--- config.mk ---
export PLATFORM = sky130hd
export DESIGN_NAME = sisc_fetch
export DESIGN_NICKNAME = d
export VERILOG_FILES = /design/src/rtl/sisc_fetch.sv
export SDC_FILE = /design/constraint.sdc
export NUM_CORES = 1
export LEC_CHECK = 0
export CAP_MARGIN = 20
export CORE_UTILIZATION = 52
export CTS_BUF_LIST = sky130_fd_sc_hd__clkbuf_2
export DETAILED_ROUTE_END_ITERATION = 16
export PLACE_DENSITY = 0.88
export SLEW_MARGIN = 10
export SYNTH_ARGS = -nofsm -noshare
export SYNTH_HDL_FRONTEND = slang
export SYNTH_SLANG_ARGS = --single-unit
export TNS_END_PERCENT = 1
--- constraint.sdc ---
create_clock -name clk -period 5.8 [get_ports clk]
set_clock_uncertainty 0.1 [all_clocks]
set_input_delay 0.58 -clock clk [delete_from_list [all_inputs] [get_ports clk]]
set_output_delay 0.58 -clock clk [all_outputs]
set_load 0.1 [all_outputs]
--- src/rtl/sisc_fetch.sv ---
// SISC fetch stage: PC/IR owner, imem handshake (2-cycle min req-to-done, waits on imem_ack), branch resolve.
// `define FETCH_TIMEOUT_EN bounds each fetch to MAX_WAIT cycles, then parks in ERR with a HLT in ir.
module sisc_fetch #(
  parameter int                ADDR_W   = 16,
  parameter int                INSTR_W  = 32,
  parameter logic [ADDR_W-1:0] RESET_PC = '0,
  parameter int                MAX_WAIT = 15
) (
  input  logic               clk,
  input  logic               rst_f,
  input  logic               fetch_req,
  input  logic               pc_write,
  input  logic [1:0]         br_type,
  input  logic               br_neg,
  input  logic [3:0]         br_mask,
  input  logic [3:0]         stat,
  input  logic [ADDR_W-1:0]  br_target,
  output logic [ADDR_W-1:0]  imem_addr,
  output logic               imem_rd,
  input  logic               imem_ack,
  input  logic [INSTR_W-1:0] imem_data,
  output logic [INSTR_W-1:0] ir,
  output logic [3:0]         opcode,
  output logic [3:0]         mm,
  output logic [ADDR_W-1:0]  pc,
  output logic               busy,
  output logic               fetch_done,
  output logic               fetch_err
);

  typedef enum logic [1:0] {
    S_IDLE = 2'd0,
    S_WAIT = 2'd1,
    S_ERR  = 2'd2
  } state_t;

  state_t              state;
  logic                taken;
  logic [ADDR_W-1:0]   pc_inc;
  logic [ADDR_W-1:0]   pc_nxt;
  logic [ADDR_W-1:0]   pc_sel;

  assign opcode = ir[INSTR_W-1 -: 4];
  assign mm     = ir[INSTR_W-5 -: 4];

  // br_target is already ADDR_W wide, so the relative add is the sign-extended, wrapping sum.
  always_comb begin
    taken  = ((stat & br_mask) != 4'd0) ^ br_neg;
    pc_inc = pc + {{(ADDR_W-1){1'b0}}, 1'b1};
    pc_nxt = pc_inc;
    case (br_type)
      2'b01:   pc_nxt = taken ? br_target : pc_inc;
      2'b10:   pc_nxt = taken ? (pc_inc + br_target) : pc_inc;
      default: pc_nxt = pc_inc;
    endcase
    pc_sel = pc_write ? pc_nxt : pc;
  end

`ifdef FETCH_TIMEOUT_EN
  localparam int                 CNT_W    = $clog2(MAX_WAIT + 1);
  localparam logic [CNT_W-1:0]   CNT_LAST = CNT_W'(MAX_WAIT - 1);
  localparam logic [INSTR_W-1:0] HLT_INSTR = {4'hF, {(INSTR_W-4){1'b0}}};
  logic [CNT_W-1:0] wait_cnt;
`else
  assign fetch_err = 1'b0;
`endif

  always_ff @(posedge clk or posedge rst_f) begin
    if (rst_f) begin
      state      <= S_IDLE;
      pc         <= RESET_PC;
      ir         <= '0;
      imem_addr  <= '0;
      imem_rd    <= 1'b0;
      busy       <= 1'b0;
      fetch_done <= 1'b0;
`ifdef FETCH_TIMEOUT_EN
      fetch_err  <= 1'b0;
      wait_cnt   <= '0;
`endif
    end else begin
      fetch_done <= 1'b0;
      case (state)
        S_IDLE: begin
          if (pc_write) pc <= pc_nxt;
          // The fetch address sees a PC update committed on the same edge.
          if (fetch_req) begin
            state     <= S_WAIT;
            imem_addr <= pc_sel;
            imem_rd   <= 1'b1;
            busy      <= 1'b1;
`ifdef FETCH_TIMEOUT_EN
            wait_cnt  <= '0;
`endif
          end
        end
        S_WAIT: begin
          if (imem_ack) begin
            state      <= S_IDLE;
            ir         <= imem_data;
            fetch_done <= 1'b1;
            imem_rd    <= 1'b0;
            busy       <= 1'b0;
          end
`ifdef FETCH_TIMEOUT_EN
          else if (wait_cnt == CNT_LAST) begin
            state      <= S_ERR;
            ir         <= HLT_INSTR;
            fetch_done <= 1'b1;
            fetch_err  <= 1'b1;
            imem_rd    <= 1'b0;
            busy       <= 1'b0;
          end else begin
            wait_cnt   <= wait_cnt + CNT_W'(1);
          end
`endif
        end
        default: begin
          // ERR is terminal until reset.
        end
      endcase
    end
  end

endmodule

---- Word-level counts from Yosys, hierarchy flattened ----
Index checks and enable logic that the tools add are counted.
word-level totals
  flip-flop bits (word level) ............. 68
  input port bits ......................... 64
  output and inout bits ................... 76
  word-level logic and storage cells ...... 33
operators by class
  $add $sub $neg .......................... 2
  eq/ne operators ......................... 5
  multiplexer cells ....................... 12
  bitwise gates (word level) .............. 2
  reductions and logical operators ........ 6
operators by type and width
  operator               number
  $mux 16                3
  $pmux 16 s2            1
  $add 16x1->16 const B  1
  $add 16x16->16         1
  $and 4x4->4            1
  $eq 2x1->1 const B     2
  $mux 1                 4
  $mux 2                 2
  $ne 2x2->1 const B     2
  $pmux 2 s2             1
  $reduce_and 2->1       2
  $reduce_bool 4->1      1
  $reduce_and 3->1       1
  $eq 2x2->1 const B     1
  $logic_not 2->1        1
  $pmux 1 s2             1
  $reduce_bool 2->1      1
  $xor 1x1->1            1

---- Logic depth before layout (Yosys ltp) ----
  word-level depth ........................ 6
  depth in mapped cells ................... 15
  depth with buffers taken out ............ 14

---- Least setup slack after synthesis ----
No wires, ideal clock.
  path type ............................... register to register
  start point ............................. register pc[0]
  end point ............................... register imem_addr[15]
  setup time .............................. 124 ps
  data arrival time ....................... 3704 ps
  required time ........................... 5576 ps
  slack ................................... 1872 ps
  stages on the path, launching flop included .. 14
  path buffers ............................ 0
  clock period less this slack ............ 3928 ps
  cells stage by stage .................... dfrtp_1 > ha_1 > nand3_2 > nor3_1 > nand2_1 > xnor2_1 > ha_1 > a21o_1 > a211o_1 > or3_1 > mux2i_1 > nor3_1 > a211oi_2 > o21ai_2
on the way
  word-level cells in the longest chain between the ends .. 5
  elaborated cells between the ends (all ways) .. 6
  those cells by class .................... 2 x add/sub; 4 x mux
ends and longest elaborated chain
  what                    RTL line  RTL
  from (decl)             25        output logic [ADDR_W-1:0] pc,
  from (signal assigned)  85        if (pc_write) pc <= pc_nxt;
  $add 16x1->16 *         49        pc_inc = pc + {{(ADDR_W-1){1'b0}}, 1'b1};
  $add 16x16->16          53        2'b10: pc_nxt = taken ? (pc_inc + br_target) : pc_inc;
  $mux 16                 53
  $pmux 16 s2 *           51        case (br_type)
  $mux 16 *               --
  to (signal assigned)    89        imem_addr <= pc_sel;
  to (decl)               18        output logic [ADDR_W-1:0] imem_addr,
Mark *: on every way between the ends. The rest lies on a longest branch, timed or not.
A chain may end at the register's enable or synchronous reset.

---- Worst setup path in the final report ----
Same ends and word-level chain as after synthesis.

==> results.json <==
{
  "start_util_pct": 55.00,
  "n_antenna_cell": 0,
  "wire_per_inst_um": 18.59,
  "place_congestion": 0.9256,
  "clock_path_buffers": 2,
  "p_leak_nw": 2.444,
  "top_layer": "met4",
  "mostFrequentLayoutCell": "clkdlybuf4s50_1",
  "final_max_slew_viol_count": 0,
  "yosys.cell_types.count": 63,
  "antenna_found_initial": 0,
  "period_share_pct": 63.44,
  "synth_nets": 539,
  "netSwitchingFraction_pct": 61.27,
  "globalRouteTotalUtil_pct": 29.70,
  "path_max_fanout": 8,
  "routed_wl_um": 12660,
  "final-hold-violation-count": 0,
  "drive_gt1_share_pct": 12.95,
  "wl_met3_um": 731,
  "combPwrFrac_pct": 70.0,
  "final_cells": 681,
  "core.rowCount": 32,
  "grt.overflow.total": 0,
  "pin_count": 140,
  "placed_cell_area_sq_mm": 0.005658,
  "grt_pass1_vias": 4098,
  "area_growth_pct": 32.51,
  "drc": 0,
  "switchingPower_mw": 2.043,
  "critPathCaptureType": "flop",
  "setup_viol": 0,
  "synth_area_leader_cell": "dfrtp_1",
  "p_total_mw": 3.335,
  "intPower_mw": 1.292,
  "syn_avg_cell_area_sq_um": 9.576,
  "numPortBuffers": 138,
  "path_class": "flop to flop",
  "die_area_sq_mm": 0.008711,
  "synth_flop_cell": "dfrtp_1",
  "critPathBufInv": 0,
  "synthArstFlopShare_pct": 100.0,
  "path_cells": "ha_1 -> nand3_2 -> nor3_1 -> nand2_1 -> xnor2_1 -> ha_1 -> a21o_1 -> a211o_1 -> or3_1 -> mux2i_1 -> o211ai_1 -> o21ai_2 -> a211oi_2 -> o21ai_2",
  "slew_headroom_pct": 31.95,
  "num_vias": 4068,
  "grt_max_degree": 66,
  "worst_pin_slew_ps": 1018,
  "syn_inst": 453,
  "slowest_stage": "dfrtp_1",
  "synthTopCellsByArea": "dfrtp_1 (38%), mux2_2 (9.6%), ha_1 (6.1%)",
  "synthDominantCellAreaShare_pct": 38.07,
  "final_cell_area_sq_mm": 0.005748,
  "cts_resized": 0,
  "rsz0062_at_grt": "false",
  "synth-seq-cells": 66,
  "tritoncts": "built",
  "max_stage_delay_ps": 540,
  "final_antenna_net_count": 0,
  "hp-class": "primary input to async pin",
  "dp_cells": 665,
  "wl_met2_um": 6777,
  "fin_crit_ps": 3680,
  "grt_pass1_wl_um": 20020,
  "synth-edff-count": 0,
  "final_cell_mix": "clkdlybuf4s50_1 (138), dfrtp_1 (66), o21ai_0 (46)",
  "seqPwrFrac_pct": 23.2,
  "outcome": "completed",
  "nets": 660,
  "die-height_um": 93.34,
  "critical_path.startpoint_type": "flop",
  "numClockSinks": 66,
  "pwr_density_cell_mw_per_mm2": 580.2,
  "path_clk_slew_ps": 200,
  "wl_met1_um": 4871,
  "cts_setup_buffers": 0,
  "required_ps": 6120,
  "dpl.hpwl_um": 9680,
  "netlist_area_sq_mm": 0.004338,
  "maxCapViolCount": 0,
  "vdd_drop_max_v": 0.0005467,
  "cts-htree-levels": 3,
  "first_iter_violations": 276,
  "whs_ps": 139.0,
  "yosysWarnings": 0,
  "setup_tns_ps": 0,
  "ctsHoldBuffers": 0,
  "seq_area_frac_synth_pct": 38.07,
  "dr.pass1.iters": 5,
  "die_w_um": 93.34,
  "clockPowerShare_pct": 6.8,
  "cts-root-buf": "clkbuf_2",
  "clk_latency_ps": 500,
  "routed_via_density": 5.974,
  "core_area_sq_mm": 0.007888,
  "critPathTopFamily": "compound AO/OA/AOI/OAI gates",
  "fmax_mhz": 271.8,
  "arrival_ps": 4000,
  "cts_buffers": 9
}
==> state kept, by name, summed over array words and instances (netlist names) <==
| signal | cells |
|---|---|
| imem_addr | 16 |
| pc | 16 |
| busy | 1 |
| ir | 32 |
| fetch_done | 1 |
==> stage by stage <==
stage | worst slack (ps) | utilization [%]
floorplan | 1872 | -
global placement | 2397 | 71.73
detailed placement | 2227 | 71.73
CTS | 2163 | 72.87
global route | 1857 | 72.87
finish | 2120 | 72.87
==> cells by family (layout without fill, tap and decap cells) <==
family,count (synthesis),after routing,synth area share (%)
compound gates,137,137,19.93
simple gates,112,112,13.30
flops,66,66,38.07
buf+inv,49,175,6.432
mux,38,38,9.836
xor+xnor,28,28,5.827
fa+ha+maj,22,22,6.519
other cells,1,1,0.08645
==> final cells by class <==
type / instances / area (sq um)
inverter: 18 / 67.56
clock buffer: 9 / 45.04
timing repair buffer: 141 / 1404
tap: 102 / 127.6
fill: 592 / 2140
multi-input combinational: 338 / 2407
clock inverter: 7 / 45.04
sequential: 66 / 1652
==> final timing paths <==
check                             start             to  slack (ps)  cells after the start
setup / recovery                  pc[0]  imem_addr[15]        2120                     14
hold / removal                    rst_f         ir[28]         140                      2
setup reg to reg                  pc[0]  imem_addr[15]        2120                     14
hold reg to reg            imem_addr[8]   imem_addr[8]         420                      2
max in group asynchronous         rst_f         pc[10]        4510                      3
min in group clk           imem_addr[8]   imem_addr[8]         420                      2
==> synthesized netlist by cell type, drive strengths merged, types with 10 or more instances <==
cell / count
a21oi: 30
buf: 20
clkbuf: 10
dfrtp: 66
ha: 21
inv: 18
mux2: 37
nand2: 39
nand3: 14
nor2: 25
o21ai: 53
xnor2: 14
xor2: 14
==> power groups by stage <==
stage / registers (mW) / logic (mW) / clock network [mW]
after floorplan: 1.77 / 0.782 / 0
after global placement: 0.763 / 2.27 / 0
after detailed placement: 0.777 / 2.32 / 0
after CTS: 0.769 / 2.33 / 0.232
after global routing: 0.794 / 2.43 / 0.250
final: 0.774 / 2.33 / 0.228
==> layer usage <==
metal | GRT usage [%] | up-vias
met5 | 0 | -
met4 | 10.64 | 0
met3 | 4.959 | 23
met2 | 53.00 | 192
met1 | 35.96 | 1990
li1 | - | 1863
(Power assumes the default switching activity.)
